<file path="src/rtl/serial_subtractor.sv">
// Bit-serial two's-complement subtractor: a - b - initial_bin, one bit per clock, LSB first.
// Optional signed-overflow output enabled by defining SERIAL_SUB_OVF_EN.
module serial_subtractor #(
  parameter int unsigned WIDTH = 8
) (
  input  logic             clk,
  input  logic             rst,
  input  logic             start,
  input  logic             initial_bin,
  input  logic [WIDTH-1:0] a,
  input  logic [WIDTH-1:0] b,
  output logic             busy,
  output logic             done,
  output logic [WIDTH:0]   diff_out
`ifdef SERIAL_SUB_OVF_EN
  ,
  output logic             ovf
`endif
);

  localparam int unsigned CW = $clog2(WIDTH) + 1;

  typedef enum logic [1:0] {
    IDLE,
    SHIFT,
    DONE
  } state_t;

  state_t           state;
  state_t           state_nxt;
  logic [WIDTH-1:0] a_sr;
  logic [WIDTH-1:0] b_sr;
  logic [WIDTH-2:0] res_sr;
  logic [WIDTH-1:0] res_nxt;
  logic             borrow;
  logic             borrow_nxt;
  logic             d;
  logic             last_bit;
  logic [CW-1:0]    cnt;

  // Result register keeps only WIDTH-1 bits; the final bit goes straight to diff_out.
  always_comb begin
    d          = a_sr[0] ^ b_sr[0] ^ borrow;
    borrow_nxt = (~a_sr[0] & b_sr[0]) | (~(a_sr[0] ^ b_sr[0]) & borrow);
    res_nxt    = {d, res_sr};
    last_bit   = (cnt == CW'(WIDTH - 1));
  end

  always_ff @(posedge clk) begin
    if (rst) begin
      state <= IDLE;
    end else begin
      state <= state_nxt;
    end
  end

  always_comb begin
    state_nxt = state;
    busy      = 1'b0;
    done      = 1'b0;
    case (state)
      IDLE: begin
        if (start) begin
          state_nxt = SHIFT;
        end
      end
      SHIFT: begin
        busy = 1'b1;
        if (last_bit) begin
          state_nxt = DONE;
        end
      end
      DONE: begin
        busy      = 1'b1;
        done      = 1'b1;
        state_nxt = IDLE;
      end
      default: begin
        state_nxt = IDLE;
      end
    endcase
  end

  always_ff @(posedge clk) begin
    if (rst) begin
      a_sr     <= '0;
      b_sr     <= '0;
      res_sr   <= '0;
      borrow   <= 1'b0;
      cnt      <= '0;
      diff_out <= '0;
`ifdef SERIAL_SUB_OVF_EN
      ovf      <= 1'b0;
`endif
    end else begin
      case (state)
        IDLE: begin
          if (start) begin
            a_sr   <= a;
            b_sr   <= b;
            borrow <= initial_bin;
            cnt    <= '0;
          end
        end
        SHIFT: begin
          a_sr   <= a_sr >> 1;
          b_sr   <= b_sr >> 1;
          borrow <= borrow_nxt;
          res_sr <= res_nxt[WIDTH-1:1];
          cnt    <= cnt + CW'(1);
          if (last_bit) begin
            diff_out <= {borrow_nxt, res_nxt};
`ifdef SERIAL_SUB_OVF_EN
            // On the last bit a_sr[0]/b_sr[0] hold the captured operand MSBs.
            ovf      <= (a_sr[0] != b_sr[0]) && (d != a_sr[0]);
`endif
          end
        end
        default: begin
        end
      endcase
    end
  end

endmodule

</file>
<file path="config.mk">
export PLATFORM = sky130hd
export DESIGN_NAME = serial_subtractor
export DESIGN_NICKNAME = d
export VERILOG_FILES = /design/src/rtl/serial_subtractor.sv
export SDC_FILE = /design/constraint.sdc
export NUM_CORES = 1
export LEC_CHECK = 0
export CORE_ASPECT_RATIO = 1.2
export CORE_MARGIN = 1.5
export CORE_UTILIZATION = 55
export CTS_BUF_LIST = sky130_fd_sc_hd__clkbuf_8 sky130_fd_sc_hd__clkbuf_16
export DETAILED_ROUTE_END_ITERATION = 16
export PLACE_DENSITY = 0.84
export SETUP_SLACK_MARGIN = 0.4
export SYNTH_ARGS = -nofsm -noshare
export SYNTH_HDL_FRONTEND = slang
export SYNTH_SLANG_ARGS = --single-unit
export TNS_END_PERCENT = 1
</file>
<file path="constraint.sdc">
create_clock -name clk -period 4.9 [get_ports clk]
set_input_delay 0.98 -clock clk [delete_from_list [all_inputs] [get_ports clk]]
set_output_delay 0.98 -clock clk [all_outputs]
set_load 0.005 [all_outputs]
</file>
### Word level (Yosys, flattened, before mapping)

Cells that the tools add are included.

| word-level totals | value |
|---|---|
| bits in registers | 39 |
| latch bits | 0 |
| RAM bits | 0 |
| bits in read-only memories | 0 |
| output and inout port bits | 11 |
| word-level logic and storage cells | 39 |
| memories | 0 |

| cells by class | value |
|---|---|
| add/subtract/negate cells | 1 |
| multipliers | 0 |
| div/mod/pow operators | 0 |
| $lt $le $gt $ge | 0 |
| eq/ne operators | 5 |
| shift-type cells | 0 |
| mux-type cells | 13 |
| bitwise gates (word level) | 7 |
| reductions and logical operators | 6 |

Operator list:

| cell | count |
|---|---|
| 8-bit one-hot mux with 2 select lines | 2 |
| 8-bit 2-to-1 mux | 2 |
| 4-bit one-hot mux with 2 select lines | 1 |
| 2-bit AND reduction | 3 |
| 4-bit by 1-bit adder with 4-bit output, second input constant | 1 |
| 4-bit by 3-bit == test with 1-bit output, second input constant | 1 |
| 2-bit 2-to-1 mux | 2 |
| 4-bit 2-to-1 mux | 1 |
| 2-bit != test, second input constant | 2 |
| 2-bit one-hot mux with 2 select lines | 1 |
| 1-bit 2-to-1 mux | 3 |
| 1-bit AND | 2 |
| 2-bit by 1-bit == test with 1-bit output, second input constant | 1 |
| 2-bit == test, second input constant | 1 |
| 2-bit zero test | 1 |
| 1-bit inverter | 2 |
| 1-bit one-hot mux with 2 select lines | 1 |
| 2-bit nonzero test | 1 |
| 2-bit OR reduction | 1 |
| 1-bit bitwise XOR | 2 |
| 1-bit OR | 1 |

### Longest topological paths before layout

| depth | value |
|---|---|
| word-level depth | 5 |
| depth in mapped cells | 7 |

### Worst setup path before layout

Ideal clock, no wire load.

| timing path | value |
|---|---|
| kind | input -> register |
| from | input port start |
| to | register cnt[3] |
| data arrival time | 1.762 ns |
| required time | 4.826 ns |
| setup slack | 3.064 ns |
| stages | 3 |
| buffers on the path | 0 |
| cells stage by stage | mux2i_1 > or4b_1 > a31oi_1 |

| between the ends | value |
|---|---|
| longest elaborated chain between the ends | 2 |

Ends and longest elaborated chain:

| what | line | RTL |
|---|---|---|
| start, declared | 8 | `input logic start,` |
| 2-bit != test (no source line) | n/a |  |
| 2-bit AND reduction (no source line) | n/a |  |
| end signal, assigned | 110 | `cnt <= cnt + CW'(1);` |
| end, declared | 39 | `logic [CW-1:0] cnt;` |

Every way passes these cells.
A chain may end at the register's enable or synchronous reset.

### Final worst setup path

| timing path | value |
|---|---|
| from | register state[1] |
| to | output port busy |

| between the ends | value |
|---|---|
| longest elaborated chain between the ends | 3 |

Ends and longest elaborated chain:

| what | line | RTL |
|---|---|---|
| start, declared | 29 | `state_t state;` |
| start signal, assigned | 53 | `state <= state_nxt;` |
| 2-bit by 1-bit == test with 1-bit output or 2-bit == test (tied branches) | 61 | `case (state)` |
| 2-bit OR reduction (no source line) (*) | n/a |  |
| 1-bit 2-to-1 mux (*) | 61 |  |
| end, declared | 12 | `output logic busy,` |

Every way passes the cells marked *; elsewhere a longest branch is shown, timed or not.

==> summary.md <==
| Metric | Value |
|---|---|
| Antenna viol nets, final | `0` |
| Clock sink total | `39` |
| Tmin final | `2.48 ns` |
| Inserted Clock Buffers | `5` |
| CTS Buffer Depth | `2` |
| Sequential-to-total area share from yosys stat | `46.7%` |
| Area growth syn-to-layout | `23.8%` |
| Overall routing resource usage | `20.5%` |
| Crit share post-route | `50.5%` |
| Post-CTS Setup Bufs | `0` |
| First-pass GRT wire length | `5120 um` |
| Clock transition at the registers of the reported paths | `0.08 ns` |
| Crit-path max FO | `3` |
| DP HPWL | `2150 um` |
| Via count | `1334` |
| Routed WL | `3060 um` |
| Status | `finished, final reports clean` |
| Cell Area, Placed | `1970 um^2` |
| # DRC | `0` |
| R2r setup slk | `2.58 ns` |
| IO Count | `31` |
| Nets@finish | `232` |
| FILL cells | `213` |
| Peak VDD IR | `0.000306 V` |
| Flip-flop and latch count after synthesis | `39` |
| Synth Net Count | `205` |
| RSZ-0062 raised after global routing | `false` |
| Synth Flop Type | `dfxtp_1` |
| Min-Delay Path Class | `flip-flop to flip-flop` |
| Initial DRC count | `21` |
| Post-synthesis cell area | `1670 um^2` |
| Chip height | `63.4 um` |
| CP Launch Point | `state[1]$_SDFFE_PP0P_` |
| Worst r2r path cells | `5` |
| Peak Freq | `404 MHz` |
| DR WL/cell | `12.6 um` |
| Crit Reg-Reg Startpoint | `state[1]$_SDFFE_PP0P_` |
| H-tree depth | `2` |
| Mean Syn Cell Area | `9.28 um^2` |
| Final Total Pwr | `0.000666 W` |
| Worst-Margin Slew | `0.843 ns` |
| Mapped Cells | `180` |
| Synth async-reset ratio | `0%` |
| Drt first pass iters | `4` |
| Final setup fails | `0` |
| Critical path arrival | `1.50 ns` |
| CP endpoint kind | `primary output` |
| # resized after CTS | `0` |
| CTS tree | `built` |
| Power per cell area | `322 nW/um^2` |
| Share of layout cells above drive strength 1 | `5.29%` |
| Root buf cell | `clkbuf_8` |
| Die Wd | `53.3 um` |
| Antenna violations before repair | `0` |
| GR Layer Usage met3 | `7.58%` |
| MaxCap Viol Count | `0` |
| YS warnings | `0` |
| Insertion delay to the later sink of the worst-skew pair | `0.29 ns` |
| Reg2reg end | `cnt[3]$_SDFFE_PP0P_` |
| Met1 Use GR | `22.9%` |
| CP required | `3.92 ns` |
| Slew Viols, Final | `0` |
| Synth cell types | `25` |
| Slew margin rel. | `43.8%` |
| Largest net degree at the start of global routing | `40` |
| Hold Fails Final Rpt | `0` |
| Die Area | `3380 um^2` |
| Lkg Pwr | `0.746 nW` |
| RD Place Congestion | `0.763` |
| Row Count | `21` |
| Setup crit start kind | `flip-flop` |
| Critical path class | `flip-flop to primary output` |
| Post-synth EDFFs | `0` |
| Vias in the first global route | `1215` |
| Grt ovf | `0` |
| Post-layout instance area | `2070 um^2` |
| GR peak layer | `met2` |
| Cts hold-fix bufs | `0` |
| IO buf count | `30` |
| TNS Setup | `0 ns` |
| Starting Density | `58.9%` |
| N_diodes | `0` |
| M2 GR Usage | `34.1%` |
| DR vias/cell | `5.51` |
| CP endpoint | `busy` |
| Layout Skew | `0.00904 ns` |
| Core area | `2840 um^2` |
per-layer routing:
| metal | vias to the layer above | wire [um] |
|---|---|---|
| li1 | 684 | - |
| met1 | 622 | 1370 |
| met2 | 26 | 1540 |
| met3 | 2 | 121 |
| met4 | 0 | 26 |
| met5 | - | 0 |
logic make-up after synthesis:
logic type,synth area share (%)
muxes,14.5
and+or+nand+nor,16.7
buffers and inverters,4.57
AOI/OAI and AO/OA,13.3
DFF,46.7
adders and majority gates,4.19
registers in the layout, summed over array words and instances (netlist names):
register,cells
a_sr,8
b_sr,8
borrow,1
cnt,4
diff_out,9
res_sr,7
state,2
placed cells by master, fill, tap and decap left out, drive strengths merged, types with 2 or more instances in the layout:
cell type      Yosys  final
clkbuf             5      5
a211oi            16     16
a21oi             13     13
nand3b             4      4
nand2             20     20
nand4b             2      2
nand3              3      3
buf                7      2
inv                6      6
dfxtp             39     39
nor2              24     24
mux2i             23     23
clkinv             0      2
ha                 4      4
nor2b              3      3
clkdlybuf4s50      0     30
critical path, stage by stage, from the launching register on:
cell,delay [ns]
dfxtp_1,0.36
inv_1,0.09
ha_1,0.28
clkdlybuf4s50_1,0.49
synthesized netlist by cell type, drive strengths merged (2+ instances only):
cell	instances	share of area, %
a21oi	13	3.9
clkbuf	5	1.1
ha	4	3.0
nand4b	2	1.0
dfxtp	39	47
mux2i	23	14
nor2	24	5.4
nor2b	3	1.1
nand2	20	4.5
buf	7	2.1
a211oi	16	7.2
inv	6	1.3
nand3b	4	1.8
nand3	3	0.90
power by group:
group | internal [W] | switching (W) | total, W
clock network | 0.000102 | 0.000117 | 0.000218
registers | 0.000335 | 0.0000108 | 0.000346
logic | 0.0000504 | 0.0000509 | 0.000101
total | 0.000488 | 0.000178 | 0.000666
final cells by class:
cell class / count / area, um^2 / area share (%)
Clock buffer: 5 / 68.8 / 3.33
Clock inverter: 3 / 25.0 / 1.21
Inverter: 6 / 22.5 / 1.09
Multi-Input combinational cell: 123 / 813 / 39.3
Sequential cell: 39 / 781 / 37.7
Tap cell: 34 / 42.5 / 2.06
Timing Repair Buffer: 32 / 315 / 15.2
worst min path at each step:
| stage | start | slack, ns | endpoint | depth (start not counted) |
|---|---|---|---|---|
| finish | res_sr[0]$_SDFFE_PP0P_ | 0.46 | diff_out[0]$_SDFFE_PP0P_ | 2 |
| detailed placement | res_sr[0]$_SDFFE_PP0P_ | 0.45 | diff_out[0]$_SDFFE_PP0P_ | 2 |
| global route | diff_out[2]$_SDFFE_PP0P_ | 0.48 | diff_out[2]$_SDFFE_PP0P_ | 2 |
| global placement | diff_out[4]$_SDFFE_PP0P_ | 0.44 | diff_out[4]$_SDFFE_PP0P_ | 2 |
| floorplan | res_sr[0]$_SDFFE_PP0P_ | 0.43 | diff_out[0]$_SDFFE_PP0P_ | 2 |
| CTS | diff_out[7]$_SDFFE_PP0P_ | 0.46 | diff_out[7]$_SDFFE_PP0P_ | 2 |
stage by stage:
step	setup slack, ns	util, %	instances	hold WS [ns]
5_1_grt	2.35	72.9	242	0.481
2_1_floorplan	3.06	-	180	0.431
4_1_cts	2.41	72.9	242	0.463
3_5_place_dp	2.39	69.6	234	0.452
3_3_place_gp	2.43	69.6	234	0.442
6_report	2.42	72.9	242	0.457
(Power assumes the default switching activity.)
